--- config.mk ---
export PLATFORM = sky130hd
export DESIGN_NAME = timer_peripheral
export DESIGN_NICKNAME = d
export VERILOG_FILES = /design/src/rtl/timer_peripheral.sv
export SDC_FILE = /design/constraint.sdc
export NUM_CORES = 1
export LEC_CHECK = 0
export BUFFER_PORTS_ARGS = -buffer_cell sky130_fd_sc_hd__buf_2
export CORE_ASPECT_RATIO = 0.6
export CORE_UTILIZATION = 51
export CTS_CLUSTER_DIAMETER = 150
export DETAILED_ROUTE_END_ITERATION = 12
export PLACE_DENSITY = 0.73
export SLEW_MARGIN = 0
export SYNTH_ARGS = -nofsm -noshare
export SYNTH_HDL_FRONTEND = slang
export SYNTH_SLANG_ARGS = --single-unit
--- constraint.sdc ---
create_clock -name clk -period 5.58 [get_ports clk]
set_input_delay 0.279 -clock clk [delete_from_list [all_inputs] [get_ports clk]]
set_output_delay 0.279 -clock clk [all_outputs]
set_load 0.005 [all_outputs]
--- src/rtl/timer_peripheral.sv ---
// rtl/timer_peripheral.sv - memory-mapped down-counting timer with prescaler and level interrupt
module timer_peripheral #(
    parameter logic [31:0] BASE_ADDR      = 32'h40000000,
    parameter int          PRESCALE_WIDTH = 16
) (
    input  logic        clk,
    input  logic        reset_n,
    input  logic [31:0] addr,
    input  logic [31:0] data_in,
    input  logic        write_enable,
    input  logic        read_enable,
    output logic [31:0] data_out,
    output logic        interrupt
);

    typedef enum logic {
        STOPPED = 1'b0,
        RUNNING = 1'b1
    } state_t;

    localparam logic [2:0] IDX_CTRL     = 3'd0;
    localparam logic [2:0] IDX_STATUS   = 3'd1;
    localparam logic [2:0] IDX_LOAD     = 3'd2;
    localparam logic [2:0] IDX_VALUE    = 3'd3;
    localparam logic [2:0] IDX_PRESCALE = 3'd4;

    state_t                      state_q, state_d;
    logic                        periodic_q, irq_en_q;
    logic                        pending_q, overrun_q;
    logic [31:0]                 load_q, value_q;
    logic [PRESCALE_WIDTH-1:0]   prescale_q, pcnt_q;

    logic       sel, mapped;
    logic [2:0] idx;
    logic       wr_ctrl, wr_status, wr_load, wr_prescale;
    logic       running, tick, expire, start;

    assign sel    = (addr[31:12] == BASE_ADDR[31:12]);
    assign idx    = addr[4:2];
    assign mapped = sel && (addr[11:5] == 7'd0);

    assign wr_ctrl     = write_enable && mapped && (idx == IDX_CTRL);
    assign wr_status   = write_enable && mapped && (idx == IDX_STATUS);
    assign wr_load     = write_enable && mapped && (idx == IDX_LOAD);
    assign wr_prescale = write_enable && mapped && (idx == IDX_PRESCALE);

    assign running = (state_q == RUNNING);
    assign tick    = running && (pcnt_q == prescale_q);
    // A LOAD write in the same cycle suppresses both decrement and expiry.
    assign expire  = tick && !wr_load && (value_q == 32'd0);

    always_ff @(posedge clk or negedge reset_n) begin
        if (!reset_n) begin
            state_q <= STOPPED;
        end else begin
            state_q <= state_d;
        end
    end

    always_comb begin
        state_d = state_q;
        start   = 1'b0;
        case (state_q)
            STOPPED: begin
                if (wr_ctrl && data_in[0]) begin
                    state_d = RUNNING;
                    start   = 1'b1;
                end
            end
            RUNNING: begin
                if (wr_ctrl) begin
                    state_d = data_in[0] ? RUNNING : STOPPED;
                end else if (expire && !periodic_q) begin
                    state_d = STOPPED;
                end
            end
            default: state_d = STOPPED;
        endcase
    end

    always_ff @(posedge clk or negedge reset_n) begin
        if (!reset_n) begin
            periodic_q <= 1'b0;
            irq_en_q   <= 1'b0;
            pending_q  <= 1'b0;
            overrun_q  <= 1'b0;
            load_q     <= 32'd0;
            value_q    <= 32'd0;
            prescale_q <= '0;
            pcnt_q     <= '0;
        end else begin
            if (wr_ctrl) begin
                periodic_q <= data_in[1];
                irq_en_q   <= data_in[2];
            end
            if (wr_prescale) begin
                prescale_q <= data_in[PRESCALE_WIDTH-1:0];
            end
            if (wr_load) begin
                load_q <= data_in;
            end

            if (wr_load || start) begin
                pcnt_q <= '0;
            end else if (running) begin
                pcnt_q <= tick ? '0 : pcnt_q + 1'b1;
            end

            if (wr_load) begin
                value_q <= data_in;
            end else if (tick) begin
                if (value_q != 32'd0) begin
                    value_q <= value_q - 32'd1;
                end else if (periodic_q) begin
                    value_q <= load_q;
                end
            end

            // Expiry takes precedence over a software clear in the same cycle.
            if (expire) begin
                pending_q <= 1'b1;
            end else if (wr_status && data_in[0]) begin
                pending_q <= 1'b0;
            end
            if (expire && pending_q) begin
                overrun_q <= 1'b1;
            end else if (wr_status && data_in[1]) begin
                overrun_q <= 1'b0;
            end
        end
    end

    always_comb begin
        data_out = 32'd0;
        if (read_enable && mapped) begin
            case (idx)
                IDX_CTRL:     data_out = {29'd0, irq_en_q, periodic_q, running};
                IDX_STATUS:   data_out = {30'd0, overrun_q, pending_q};
                IDX_LOAD:     data_out = load_q;
                IDX_VALUE:    data_out = value_q;
                IDX_PRESCALE: data_out = 32'(prescale_q);
                default:      data_out = 32'd0;
            endcase
        end
    end

    assign interrupt = pending_q && irq_en_q;

endmodule

==> flow_metrics.env, run 1 <==
export IMPL_outcome="finished clean"
export IMPL_whs_path_depth=3
export IMPL_final_cell_mix="nand2_1, dfrtp_1, buf_2"
export IMPL_gp_congestion=0.890
export IMPL_finalClockSkew_ns=0.0119
export IMPL_cp_arrival_ns=3.72
export IMPL_drt_antenna_violating_nets=0
export IMPL_worstSetupEndpointType="flop"
export IMPL_grt_max_degree=63
export IMPL_h_tree_depth=3
export IMPL_async_flop_share_pct=100
export IMPL_max_cap_viol_count=0
export IMPL_row_count=31
export IMPL_path_cells="or4_1 -> or4_4 -> or3_1 -> buf_4 -> or3_1 -> a21oi_1 -> o21ai_1"
export IMPL_setup_viol=0
export IMPL_numPortBuffers=98
export IMPL_ir_drop_mv=0.148
export IMPL_clk_latency_ns=0.35
export IMPL_synth_avg_cell_area_um2=8.23
export IMPL_crit_required_ns=5.82
export IMPL_synth_edf_count=0
export IMPL_cp_buffers_inverters=1
export IMPL_chipWidth_um=148
export IMPL_finalPower_uw=1510
export IMPL_finalNetCount=932
export IMPL_via_count=6559
export IMPL_wirelength_um=20100
export IMPL_die_area_mm2=0.0133
export IMPL_fin_cells=1030
export IMPL_cpPeakStageDelay_ns=0.73
export IMPL_seq_area_frac_synth_pct=38.7
export IMPL_crit_top_cell="or3_1"
export IMPL_core_mm2=0.0123
export IMPL_clkTransAtPathRegs_ns=0.07
export IMPL_worstRegToRegCells=7
export IMPL_powerDensity_mw_per_mm2=203
export IMPL_first_global_vias=6018
export IMPL_finalMaxSlewViolations=0
export IMPL_yosys_warnings=0
export IMPL_synth_top_cell_area_share_pct=38.7
export IMPL_cts_max_path_buffers=2
export IMPL_cp_top_family="simple AND/OR/NAND/NOR gates"
export IMPL_drtIter0Drc=802
export IMPL_yosys_top_cells_area="dfrtp_1, nand2_1, nor2_1, a21oi_1, mux2i_1"
export IMPL_io_pins=101
export IMPL_crit_type="reg -> reg"
export IMPL_max_freq_ghz=0.287
export IMPL_synthCells=793
export IMPL_grt_overflow=0
export IMPL_synth_seq_cells=101
export IMPL_post_synth_top_area_cell="dfrtp_1"
export IMPL_dp_cells=1014
export IMPL_cp_depth=7
export IMPL_cts_sinks=101
export IMPL_preCtsSetupSlack_ns=2.16
export IMPL_max_slew_margin_pct=12.3
export IMPL_period_minus_slack_ns=3.48
export IMPL_hold_viol=0
export IMPL_numCtsBuffers=9
export IMPL_dr_pass1_iters=5
export IMPL_finish_utilization_pct=60.6
export IMPL_dp_hpwl_um=14100
export IMPL_die_h_um=89.6
export IMPL_tns_ns=0
export IMPL_synthesis_nets=864
export IMPL_cts_tree="done"
export IMPL_fin_crit_sh_pct=62.4
export IMPL_syn_to_final_growth_pct=13.8
export IMPL_hold_class="in -> reg"
export IMPL_wl_per_cell_um=19.5
export IMPL_final_common_cell="nand2_1"
export IMPL_synth_area_mm2=0.00653
export IMPL_setup_ws_ns=2.10
export IMPL_slowest_stage="or3_1"
export IMPL_tightest_slew_ns=1.32
export IMPL_ctsRootBufferMaster="clkbuf_16"
export IMPL_p_leak_uw=0.00336
export IMPL_n_antenna_cell=0
export IMPL_ys_types=65
export IMPL_drc=0
export IMPL_worstPathMaxFanout=24
export IMPL_grt_first_pass_wirelength_um=31700
export IMPL_drive_above_1_share_pct=19.2
export IMPL_start_util_pct=53.2
export IMPL_rsz0062_at_grt="no"
export IMPL_vias_per_cell=6.37
export IMPL_synth_main_ff_cell="dfrtp_1"
export IMPL_track_usage_pct=31.0
export IMPL_antenna_found_initial=0
export IMPL_cp_start_kind="flop"
worst reg2reg max path, cell delays in order, from the launching register on:
cell and delay (ns):
dfrtp_1 0.47, or4_1 0.68, or4_4 0.54, or3_1 0.73, buf_4 0.39, or3_1 0.33
a21oi_1 0.16, o21ai_1 0.07
layer usage:
layer  track usage (%)  part of all wire [%]  vias to the layer above
met1              45.3                    45                     3136
met5                 0                     0                        -
met2              48.0                    43                      411
met4              6.09                  0.86                        0
li1                  -                     -                     2988
met3              6.26                    11                       24
Yosys cell counts (13+ instances only):
cell type and n:
a21oi_1 53, a22oi_1 13, a31oi_1 15, clkbuf_1 40, dfrtp_1 101, inv_1 34, mux2_2 20, mux2i_1 24
nand2_1 119, nand3_1 32, nor2_1 76, nor3_1 18, nor4_1 29, o21ai_0 45, or3_1 16, xnor2_1 25
cell type report:
type	count	area, um2
sequential	101	2530
multi-input combinational	603	3650
tap	165	206
timing repair buffer	112	601
inverter	34	128
clock inverter	5	82.6
clock buffer	10	239
fill	1113	4830
kinds of logic after synthesis:
kind of cell / after synthesis / share of synthesized area [%]
simple gates: 339 / 25.2
compound gates: 190 / 18.8
flops: 101 / 38.7
buf+inv: 89 / 5.77
mux: 45 / 7.48
xor+xnor: 26 / 3.49
fa+ha+maj: 3 / 0.575
power by group:
group	leakage (uW)	switching [uW]	internal [uW]
logic	0.00194	50.4	28.0
clock network	0.000159	292	406
registers	0.00127	0.000107	731
total	0.00336	342	1170
state kept, by name, summed over array words and instances, names as in the netlist:
register / count
overrun_q: 1
irq_en_q: 1
pending_q: 1
value_q: 32
load_q: 32
pcnt_q: 16
running: 1
periodic_q: 1
prescale_q: 16
path summary, 6_finish.rpt:
kind / slack, ns / end / from
max in group asynchronous: 3.95 / pcnt_q[14] / reset_n
min in group asynchronous: 0.43 / load_q[21] / reset_n
setup reg to reg: 2.10 / value_q[22] / value_q[18]
setup / recovery: 2.10 / value_q[22] / value_q[18]
hold reg to reg: 0.48 / overrun_q / overrun_q
hold / removal: 0.13 / load_q[25] / data_in[25]
metrics by stage:
step	hold WS (ns)	area [um2]
finish	0.134	7430
global route	0.144	7430
CTS	0.132	7430
detailed placement	0.289	7100
global placement	0.289	7100
floorplan	-0.0166	6530
repair_timing:
item	in CTS	in global routing
setup buffers	0	0
resized for setup	0	0
hold endpoints to repair	39	0
hold buffers	1	0
Power figures use the tool's default switching activity.
==> run 2: changes to the inputs <==
clock period = 3.45 ns   (was 5.58 ns; I/O delays follow)
==> flow_metrics.env, run 2 (synthesis results as in run 1) <==
export IMPL_pwr_share_clk_pct=45.7
export IMPL_wl_per_cell_um=19.4
export IMPL_hold_class="in -> async"
export IMPL_via_count=6589
export IMPL_io_pins=101
export IMPL_die_h_um=89.6
export IMPL_drc=0
export IMPL_h_tree_depth=3
export IMPL_swShare_pct=22.6
export IMPL_grt_max_degree=79
export IMPL_ir_drop_mv=0.216
export IMPL_final_common_cell="nand2_1"
export IMPL_clkTransAtPathRegs_ns=0.07
export IMPL_antenna_found_initial=0
export IMPL_n_antenna_cell=0
export IMPL_grt_first_pass_wirelength_um=31800
export IMPL_num_fill_cells=1096
export IMPL_fin_crit_sh_pct=87.1
export IMPL_finalMaxSlewViolations=0
export IMPL_core_mm2=0.0123
export IMPL_comb_power_share_pct=5.3
export IMPL_chipWidth_um=148
export IMPL_drive_above_1_share_pct=20.1
export IMPL_p_sw_uw=546
export IMPL_crit_required_ns=3.69
export IMPL_wirelength_um=20200
export IMPL_outcome="finished clean"
export IMPL_cts_tree="done"
export IMPL_gp_congestion=0.899
export IMPL_p_int_uw=1860
export IMPL_drtIter0Drc=667
export IMPL_ctsRootBufferMaster="clkbuf_16"
export IMPL_cp_arrival_ns=3.24
export IMPL_pwr_share_seq_pct=49.1
export IMPL_powerDensity_mw_per_mm2=322
export IMPL_numPortBuffers=98
export IMPL_die_area_mm2=0.0133
export IMPL_max_cap_viol_count=0
export IMPL_post_cts_resized=0
export IMPL_dp_hpwl_um=14300
export IMPL_final_cell_mix="nand2_1, dfrtp_1, buf_2"
export IMPL_grt_overflow=0
export IMPL_period_minus_slack_ns=3.00
export IMPL_rsz0062_at_grt="no"
export IMPL_worstSetupEndpointType="flop"
export IMPL_setup_ws_ns=0.446
export IMPL_finalNetCount=941
export IMPL_finalClockSkew_ns=0.00862
export IMPL_cts_max_path_buffers=2
export IMPL_p_leak_uw=0.00341
export IMPL_top_regs="load_q (32), value_q (32)"
export IMPL_numCtsBuffers=9
export IMPL_start_util_pct=53.2
export IMPL_crit_type="reg -> reg"
export IMPL_cp_start_kind="flop"
export IMPL_vias_per_cell=6.34
export IMPL_cts_hold_fix_buffers=0
export IMPL_row_count=31
export IMPL_dr_pass1_iters=5
export IMPL_track_usage_pct=31.1
export IMPL_tightest_slew_ns=1.26
export IMPL_cts_sinks=101
export IMPL_cts_setup_buffers=0
export IMPL_preCtsSetupSlack_ns=0.508
export IMPL_drt_antenna_violating_nets=0
export IMPL_syn_to_final_growth_pct=14.8
export IMPL_worstPathMaxFanout=31
export IMPL_clk_latency_ns=0.35
export IMPL_hold_viol=0
export IMPL_max_freq_ghz=0.333
export IMPL_max_slew_margin_pct=15.7
export IMPL_finalPower_uw=2410
export IMPL_tns_ns=0
export IMPL_setup_viol=0
export IMPL_first_global_vias=6013
-- run 2: cell types whose count changed in the layout (fill, tap and decap cells not counted) --
cell,previous run,this run
clkbuf_8,1,0
dlygate4sd3_1,1,0
clkinv_4,0,2
clkinv_2,1,2
buf_4,14,24
clkbuf_1,0,1
inv_6,2,0
-- run 2: final timing paths --
path	cells after the start	slack (ns)	startpoint	end
min in group clk	3	0.04	data_in[28]	load_q[28]
worst max register to register	7	0.45	value_q[18]	value_q[12]
worst min register to register	2	0.49	load_q[27]	load_q[27]
worst max-delay path	7	0.45	value_q[18]	value_q[12]
worst min-delay path	1	0.003	reset_n	load_q[21]
max in group asynchronous	2	2.65	reset_n	running
-- run 2: worst max-delay path, stage by stage (launching register included) --
cell	delay (ns)
dfrtp_1	0.42
or4_1	0.67
or4_4	0.54
or3_1	0.40
buf_4	0.26
or3_1	0.36
a21oi_1	0.16
o21ai_1	0.07
-- run 2: layout make-up --
| type | instances | area, um2 | share of cell area (%) |
|---|---|---|---|
| Tap cell | 165 | 206 | 2.76 |
| Clock inverter | 6 | 87.6 | 1.17 |
| Timing Repair Buffer | 121 | 666 | 8.89 |
| Inverter | 34 | 128 | 1.70 |
| Sequential cell | 101 | 2530 | 33.7 |
| Clock buffer | 10 | 229 | 3.06 |
| Multi-Input combinational cell | 603 | 3650 | 48.7 |
-- run 2: per-layer routing --
layer	vias up	track usage, %	part of all wire [%]
met5	-	0	0
met4	0	7.69	0.98
met3	21	6.41	11
met2	393	45.7	43
met1	3171	46.6	46
li1	3004	-	-
-- run 2: metrics by stage --
| step | hold WS (ns) | util, % | cell area, um2 | instances |
|---|---|---|---|---|
| 2_1_floorplan | -0.123 | - | 6530 | 793 |
| 3_3_place_gp | 0.386 | 58.5 | 7170 | 1024 |
| 3_5_place_dp | 0.398 | 58.5 | 7170 | 1024 |
| 4_1_cts | 0.0364 | 61.1 | 7490 | 1040 |
| 5_1_grt | 0.0518 | 61.1 | 7490 | 1040 |
| 6_report | 0.00346 | 61.1 | 7490 | 1040 |
-- run 2: power groups by stage --
stage | registers, uW | clock network, uW | logic [uW]
3_5_place_dp | 1210 | 0 | 126
6_report | 1180 | 1100 | 127
3_3_place_gp | 1210 | 0 | 122
5_1_grt | 1180 | 1160 | 138
4_1_cts | 1180 | 1110 | 126
2_1_floorplan | 1210 | 0 | 37.9
